### src/rtl/rom_sweep_sequencer.sv
// rom_sweep_sequencer
// Sequential front-end for the ROM/mux/ALU/adder datapath. Walks rom1 over a
// programmed address range (modulo 32, inclusive of both ends), holds the
// rom2..rom6 selects fixed for the sweep, waits SETTLE cycles per address,
// captures the datapath result and hands it downstream over valid/ready.
module rom_sweep_sequencer #(
    parameter int SIZE   = 32,
    parameter int SETTLE = 1
) (
    input  logic            clk,
    input  logic            rst_n,
    input  logic            start,
    input  logic [4:0]      cfg_first,
    input  logic [4:0]      cfg_last,
    input  logic [1:0]      cfg_rom2,
    input  logic [1:0]      cfg_rom3,
    input  logic [1:0]      cfg_rom4,
    input  logic [1:0]      cfg_rom5,
    input  logic [2:0]      cfg_rom6,
    output logic [4:0]      rom1_in,
    output logic [1:0]      rom2_in,
    output logic [1:0]      rom3_in,
    output logic [1:0]      rom4_in,
    output logic [1:0]      rom5_in,
    output logic [2:0]      rom6_in,
    input  logic [SIZE-1:0] result_in,
    output logic [SIZE-1:0] out_data,
    output logic [4:0]      out_index,
    output logic            out_valid,
    input  logic            out_ready,
    output logic            busy,
    output logic            done
);

    typedef enum logic [1:0] {
        IDLE  = 2'd0,
        DRIVE = 2'd1,
        HOLD  = 2'd2
    } state_t;

    // Counter value on the edge that completes the settle interval.
    localparam logic [3:0] SETTLE_LAST = 4'(SETTLE - 1);

    state_t          state_r, state_s;
    logic [4:0]      rom1_r, rom1_s;
    logic [1:0]      rom2_r, rom2_s;
    logic [1:0]      rom3_r, rom3_s;
    logic [1:0]      rom4_r, rom4_s;
    logic [1:0]      rom5_r, rom5_s;
    logic [2:0]      rom6_r, rom6_s;
    logic [4:0]      last_r, last_s;
    logic [3:0]      cnt_r, cnt_s;
    logic [SIZE-1:0] data_r, data_s;
    logic [4:0]      index_r, index_s;
    logic            valid_r, valid_s;
    logic            busy_r, busy_s;
    logic            done_r, done_s;

    // Next-state and next-output logic; every register holds unless changed.
    always_comb begin
        state_s = state_r;
        rom1_s  = rom1_r;
        rom2_s  = rom2_r;
        rom3_s  = rom3_r;
        rom4_s  = rom4_r;
        rom5_s  = rom5_r;
        rom6_s  = rom6_r;
        last_s  = last_r;
        cnt_s   = cnt_r;
        data_s  = data_r;
        index_s = index_r;
        valid_s = valid_r;
        busy_s  = busy_r;
        done_s  = 1'b0;
        case (state_r)
            IDLE: begin
                if (start) begin
                    rom1_s  = cfg_first;
                    rom2_s  = cfg_rom2;
                    rom3_s  = cfg_rom3;
                    rom4_s  = cfg_rom4;
                    rom5_s  = cfg_rom5;
                    rom6_s  = cfg_rom6;
                    last_s  = cfg_last;
                    busy_s  = 1'b1;
                    cnt_s   = 4'd0;
                    state_s = DRIVE;
                end else begin
                    state_s = IDLE;
                end
            end
            DRIVE: begin
                cnt_s = cnt_r + 4'd1;
                if (cnt_r == SETTLE_LAST) begin
                    data_s  = result_in;
                    index_s = rom1_r;
                    valid_s = 1'b1;
                    state_s = HOLD;
                end else begin
                    state_s = DRIVE;
                end
            end
            HOLD: begin
                if (out_ready) begin
                    valid_s = 1'b0;
                    if (rom1_r == last_r) begin
                        busy_s  = 1'b0;
                        done_s  = 1'b1;
                        state_s = IDLE;
                    end else begin
                        rom1_s  = rom1_r + 5'd1;
                        cnt_s   = 4'd0;
                        state_s = DRIVE;
                    end
                end else begin
                    state_s = HOLD;
                end
            end
            default: begin
                valid_s = 1'b0;
                busy_s  = 1'b0;
                state_s = IDLE;
            end
        endcase
    end

    // State and output registers with synchronous active-low reset.
    always_ff @(posedge clk) begin
        if (!rst_n) begin
            state_r <= IDLE;
            rom1_r  <= 5'd0;
            rom2_r  <= 2'd0;
            rom3_r  <= 2'd0;
            rom4_r  <= 2'd0;
            rom5_r  <= 2'd0;
            rom6_r  <= 3'd0;
            last_r  <= 5'd0;
            cnt_r   <= 4'd0;
            data_r  <= '0;
            index_r <= 5'd0;
            valid_r <= 1'b0;
            busy_r  <= 1'b0;
            done_r  <= 1'b0;
        end else begin
            state_r <= state_s;
            rom1_r  <= rom1_s;
            rom2_r  <= rom2_s;
            rom3_r  <= rom3_s;
            rom4_r  <= rom4_s;
            rom5_r  <= rom5_s;
            rom6_r  <= rom6_s;
            last_r  <= last_s;
            cnt_r   <= cnt_s;
            data_r  <= data_s;
            index_r <= index_s;
            valid_r <= valid_s;
            busy_r  <= busy_s;
            done_r  <= done_s;
        end
    end

    assign rom1_in   = rom1_r;
    assign rom2_in   = rom2_r;
    assign rom3_in   = rom3_r;
    assign rom4_in   = rom4_r;
    assign rom5_in   = rom5_r;
    assign rom6_in   = rom6_r;
    assign out_data  = data_r;
    assign out_index = index_r;
    assign out_valid = valid_r;
    assign busy      = busy_r;
    assign done      = done_r;

endmodule

### config.mk
export PLATFORM = sky130hd
export DESIGN_NAME = rom_sweep_sequencer
export DESIGN_NICKNAME = d
export VERILOG_FILES = /design/src/rtl/rom_sweep_sequencer.sv
export SDC_FILE = /design/constraint.sdc
export NUM_CORES = 1
export LEC_CHECK = 0
export BUFFER_PORTS_ARGS = -buffer_cell sky130_fd_sc_hd__buf_2
export CORE_MARGIN = 5
export CORE_UTILIZATION = 45
export DETAILED_ROUTE_END_ITERATION = 8
export PLACE_DENSITY = 0.76
export SLEW_MARGIN = 20
export SYNTH_ARGS = -nofsm -noshare
export SYNTH_HDL_FRONTEND = slang
export SYNTH_SLANG_ARGS = --single-unit
### constraint.sdc
create_clock -name clk -period 1.21 [get_ports clk]
set_input_delay 0.242 -clock clk [delete_from_list [all_inputs] [get_ports clk]]
set_output_delay 0.242 -clock clk [all_outputs]
set_load 0.02 [all_outputs]
* After elaboration in Yosys (flattened, before gate mapping)
Cells that the tools add are included.
** Word-level totals
- Word-level logic and storage cells :: 58
- Output and inout bits :: 56
- Register bits :: 67
** Operators by class
- Reductions and logical operators :: 11
- $add $sub $neg :: 2
- Multiplexer cells :: 21
- Equal/unequal tests :: 8
- Bitwise logic cells :: 2
** Operator list (count)
- 2-to-1 mux 5 bit :: 3
- 2-to-1 mux 4 bit :: 3
- one-hot mux 4 bit (3 select lines) :: 1
- AND reduction 4 bit :: 3
- inequality test 2 bit (second input constant) :: 5
- one-hot mux 5 bit (2 select lines) :: 1
- 2-to-1 mux 1 bit :: 8
- one-hot mux 1 bit (3 select lines) :: 2
- one-hot mux 2 bit (3 select lines) :: 1
- AND reduction 3 bit :: 2
- adder 5 x 1 -> 5 bit (second input constant) :: 1
- == test 5 bit :: 1
- adder 4 x 1 -> 4 bit (second input constant) :: 1
- logical NOT 4 bit :: 1
- 2-to-1 mux 2 bit :: 2
- AND reduction 2 bit :: 2
- nonzero test 3 bit :: 1
- == test 2 x 1 -> 1 bit (second input constant) :: 1
- == test 2 bit (second input constant) :: 1
- logical NOT 2 bit :: 1
- NOT 1 bit :: 2
- nonzero test 2 bit :: 1

* Logic depth before layout (Yosys ltp)
- Word-level depth :: 4
- Depth in mapped cells :: 7

* Worst setup path before layout
No wires, ideal clock.
- Kind :: register -> register
- From :: register rom1_r[0] (netlist: rom1_in[0])
- To :: register rom1_r[3] (netlist: rom1_in[3])
- Required time :: 1.093 ns
- Setup slack :: -0.252 ns
- Period minus slack after synthesis :: 1.462 ns
- Arrival time :: 1.344 ns
- Cell stages (with the launch flop) :: 5
- Cells stage by stage :: dfxtp_1 xnor2_2 nand3_4 o21a_4 a32o_1
** Between the ends
- Word-level cells in the longest chain between the ends :: 4
** RTL lines
- start, declared :: RTL line 45 : logic [4:0] rom1_r, rom1_s;
- start signal, assigned :: RTL line 146 : rom1_r <= rom1_s;
- adder 5 x 1 -> 5 bit :: RTL line 111 : rom1_s = rom1_r + 5'd1;
- 2-to-1 mux 5 bit :: RTL line 106 : if (rom1_r == last_r) begin
- 2-to-1 mux 5 bit :: RTL line 104 : if (out_ready) begin
- one-hot mux 5 bit (2 select lines) :: RTL line 75 : case (state_r)
Several ways; a longest one is shown, not always the timed one. The select of a mux whose other input is x is not followed.
A chain may end at the register's enable or synchronous reset.

* Worst setup path after layout
- From :: register state_r[1]
- To :: register rom1_r[2] (netlist: rom1_in[2])
** Between the ends
- Word-level cells in the longest chain between the ends :: 3
** RTL lines
- start, declared :: RTL line 44 : state_t state_r, state_s;
- start signal, assigned :: RTL line 145 : state_r <= state_s;
- == test 2 bit or logical NOT 2 bit (tied branches) :: RTL line 75
- inequality test 2 bit (no line) or nonzero test 2 bit (tied branches)
- AND reduction 4 bit (no line)
Several ways; a longest one is shown, not always the timed one.

==> flow_metrics.py <==
metrics = {
    "setup_path": {
        "worstSetupPathType": "flop to flop",
        "critPathArrivalTime_ns": 1.54,
        "worstSetupStartpoint": "state_r[1]$_SDFF_PN0_",
        "r2r-end": "rom1_in[2]$_SDFFE_PN0P_",
        "cp.required_ns": 1.44,
        "r2r_slack_ns": -0.10,
        "cp_max_fo": 7,
        "r2r_cells": 5,
        "start_kind": "flop",
        "rr_startpoint": "state_r[1]$_SDFF_PN0_",
        "cp-end-kind": "flop",
    },
    "global_route": {
        "grt_pass1_vias": 2872,
        "grt_pass1_wl_um": 12700,
        "gr-usage-all-layers_pct": 18.4,
        "antenna_found_initial": 0,
        "gr-total-overflow": 0,
        "grt_max_degree": 32,
    },
    "placement": {
        "placed_cells": 535,
        "dp_hpwl_um": 5660,
        "gp_congestion": 0.817,
        "portBuffers": 112,
    },
    "sta": {
        "finalCriticalPeriod_ns": 1.31,
        "tns_ns": -1.85,
        "finalClockSkew_ns": 0.00878,
        "rsz0062_at_grt": "true",
        "slew_viol_final": 0,
        "fmax_ghz": 0.762,
        "hold_violations": 0,
        "postLayoutSetupSlackWorst_ns": -0.103,
        "setup_viol": 50,
        "period_share_pct": 109,
        "slew_headroom_pct": 73.6,
        "worst_slew_pin_slew_ns": 0.395,
    },
    "finish": {
        "instances_no_fill": 562,
        "n_antenna_cell": 0,
        "syn2layout_area_growth_pct": 44.3,
        "layout.nets": 538,
        "fillers": 550,
        "drive_above_1_share_pct": 57.7,
    },
    "synthesis": {
        "synth_fp_nets": 390,
        "synth_area_um2": 3120,
        "ys_warn_count": 0,
        "ys_seq_area_share_pct": 43.0,
        "synth_cell_types": 51,
        "synth.avg_cell_area_um2": 9.46,
        "syn_inst": 330,
        "ys_ff_latch": 67,
    },
    "clocking": {
        "cts_buffer_depth": 2,
        "clock_latency_ns": 0.34,
        "cts_sinks": 67,
        "htree_levels": 3,
        "cts.hold.buffers_added": 0,
        "clock-root-buffer": "clkbuf_8",
        "cts_tree": "done",
        "numCtsBuffers": 9,
        "clk_pin_slew_ns": 0.07,
    },
    "floorplan": {
        "fp.dieH_um": 93.3,
        "num_rows": 30,
        "floorplan.initialDensity_pct": 46.2,
        "core-area_um2": 6760,
        "die_area_um2": 8700,
        "ios": 113,
        "fp.dieW_um": 93.3,
    },
    "power": {
        "p_leak_nw": 2.04,
        "vdd_ir_drop_max_mv": 0.683,
        "power_density_nw_per_um2": 1350,
    },
    "min_path": {
        "hold_start": "result_in[9]",
        "hold_path.class": "primary input to flop",
        "hold_path_end": "out_data[9]$_SDFFE_PN0N_",
        "min_path_cells": 3,
    },
    "flow_run": {
        "maxCapViolCount": 0,
    },
    "route": {
        "route.vias.total": 2873,
        "postRouteAntennaNets": 0,
        "first_pass_iters": 4,
        "via_per_inst": 5.11,
        "wl_per_cell_um": 15.1,
        "drc": 0,
        "drt_iter0_drc": 72,
        "totalWireLength_um": 8470,
    },
    "outcome": {
        "status": "finished, violations left",
        "violations": "negative setup slack",
    },
}
[worst max-delay path: stages, from the launching register on]
cell and delay, ns:
dfxtp_4 0.37, mux2i_2 0.18, nor2_4 0.20, buf_6 0.13
o221ai_2 0.07, a32o_1 0.26
[final cells by class]
type                       instances  area (um^2)  area share, %
multi-input combinational        238         1750           38.8
sequential                        67         1370           30.4
timing repair buffer             158         1080           24.1
clock buffer                      14          184           4.08
tap                               80          100           2.22
inverter                           4         15.0          0.333
clock inverter                     1         5.00          0.111
[layer usage]
layer	vias to the layer above	part of all wire, %	GRT usage [%]
met1	1335	40	20.6
met2	109	51	31.7
met3	19	7.3	5.63
li1	1410	-	-
met5	-	0	0
met4	0	2.2	8.55
[Yosys cell counts, drive strengths merged]
master   number  area (um^2)
a21boi       54          514
a21o          1         7.51
a21oi         3         22.5
a31o          1         8.76
a31oi         2         12.5
a32o          3         30.0
and2          2         12.5
and3          2         12.5
and4          1         8.76
and4bb        1         12.5
buf          11          113
clkbuf       10         41.3
dfxtp        67         1340
ha            3         37.5
inv           4         15.0
mux2i         2         20.0
nand2       119          519
nand2b        2         12.5
nand3         6         47.6
nand3b        1         11.3
nor2          6         30.0
nor2b         2         15.0
nor3b         1         18.8
o2111ai       2         17.5
o211a         2         20.0
o211ai        6         50.1
o21a          2         22.5
o21ai         3         15.0
o221a         1         11.3
o221ai        2         23.8
o31a          1         8.76
o31ai         2         15.0
xnor2         5         73.8
[power by group]
group / leakage [nW] / internal (mW) / total (mW) / switching, mW
logic: 1.39 / 0.854 / 1.82 / 0.969
registers: 0.553 / 2.38 / 2.50 / 0.113
clock network: 0.0977 / 0.969 / 1.77 / 0.802
[registers in the layout, summed over array words and instances (netlist names), 3 cells and up]
| signal | flops |
|---|---|
| rom6_in | 3 |
| cnt_r | 4 |
| rom1_in | 5 |
| last_r | 5 |
| out_index | 5 |
| out_data | 32 |
[what timing repair did]
action / 4_1_cts / 5_1_grt
resized for setup: 29 / 30
setup endpoints to repair: 62 / 72
cloned: 0 / 4
pin swaps: 2 / 22
buffers inserted: 5 / 3
[cell usage in the layout, fill, tap and decap left out, types with 4 or more instances in the layout]
cell / n
nand2_2: 25
buf_6: 15
clkbuf_8: 11
o211ai_1: 5
xnor2_2: 5
dfxtp_4: 6
dfxtp_2: 4
a21boi_1: 20
buf_4: 28
clkbuf_16: 4
a21boi_2: 34
dfxtp_1: 57
buf_2: 107
nand2_1: 85
buf_12: 4
nand2_4: 9
[per-stage QoR]
step	setup slack, ns	area (um^2)	utilization [%]	hold slack, ns	power (mW)
floorplan	-0.0522	3170	-	0.351	3.51
global placement	-0.0809	3980	58.9	0.437	4.02
detailed placement	-0.116	3980	58.9	0.442	4.06
CTS	-0.0958	4280	63.3	0.110	5.95
global route	-0.156	4500	66.7	0.114	6.41
finish	-0.103	4500	66.7	0.130	6.09
[cells by family (layout without fill, tap and decap cells)]
logic type	after synthesis	count (layout)	synth area share, %
AOI/OAI and AO/OA	85	85	25.0
xor gates and xnor gates	5	5	2.36
adders and majority gates	3	3	1.20
buffers and inverters	25	177	5.41
DFF	67	67	43.0
muxes	2	2	0.641
and+or+nand+nor	143	143	22.4
[worst max path at each step]
stage | to | slack, ns | cells past startpoint
3_3_place_gp | rom1_in[1]$_SDFFE_PN0P_ | -0.08 | 5
2_1_floorplan | rom1_in[3]$_SDFFE_PN0P_ | -0.05 | 4
3_5_place_dp | rom1_in[1]$_SDFFE_PN0P_ | -0.12 | 5
6_report | rom1_in[2]$_SDFFE_PN0P_ | -0.10 | 5
5_1_grt | rom1_in[2]$_SDFFE_PN0P_ | -0.16 | 5
4_1_cts | rom1_in[2]$_SDFFE_PN0P_ | -0.1 | 5
(Power assumes the default switching activity.)
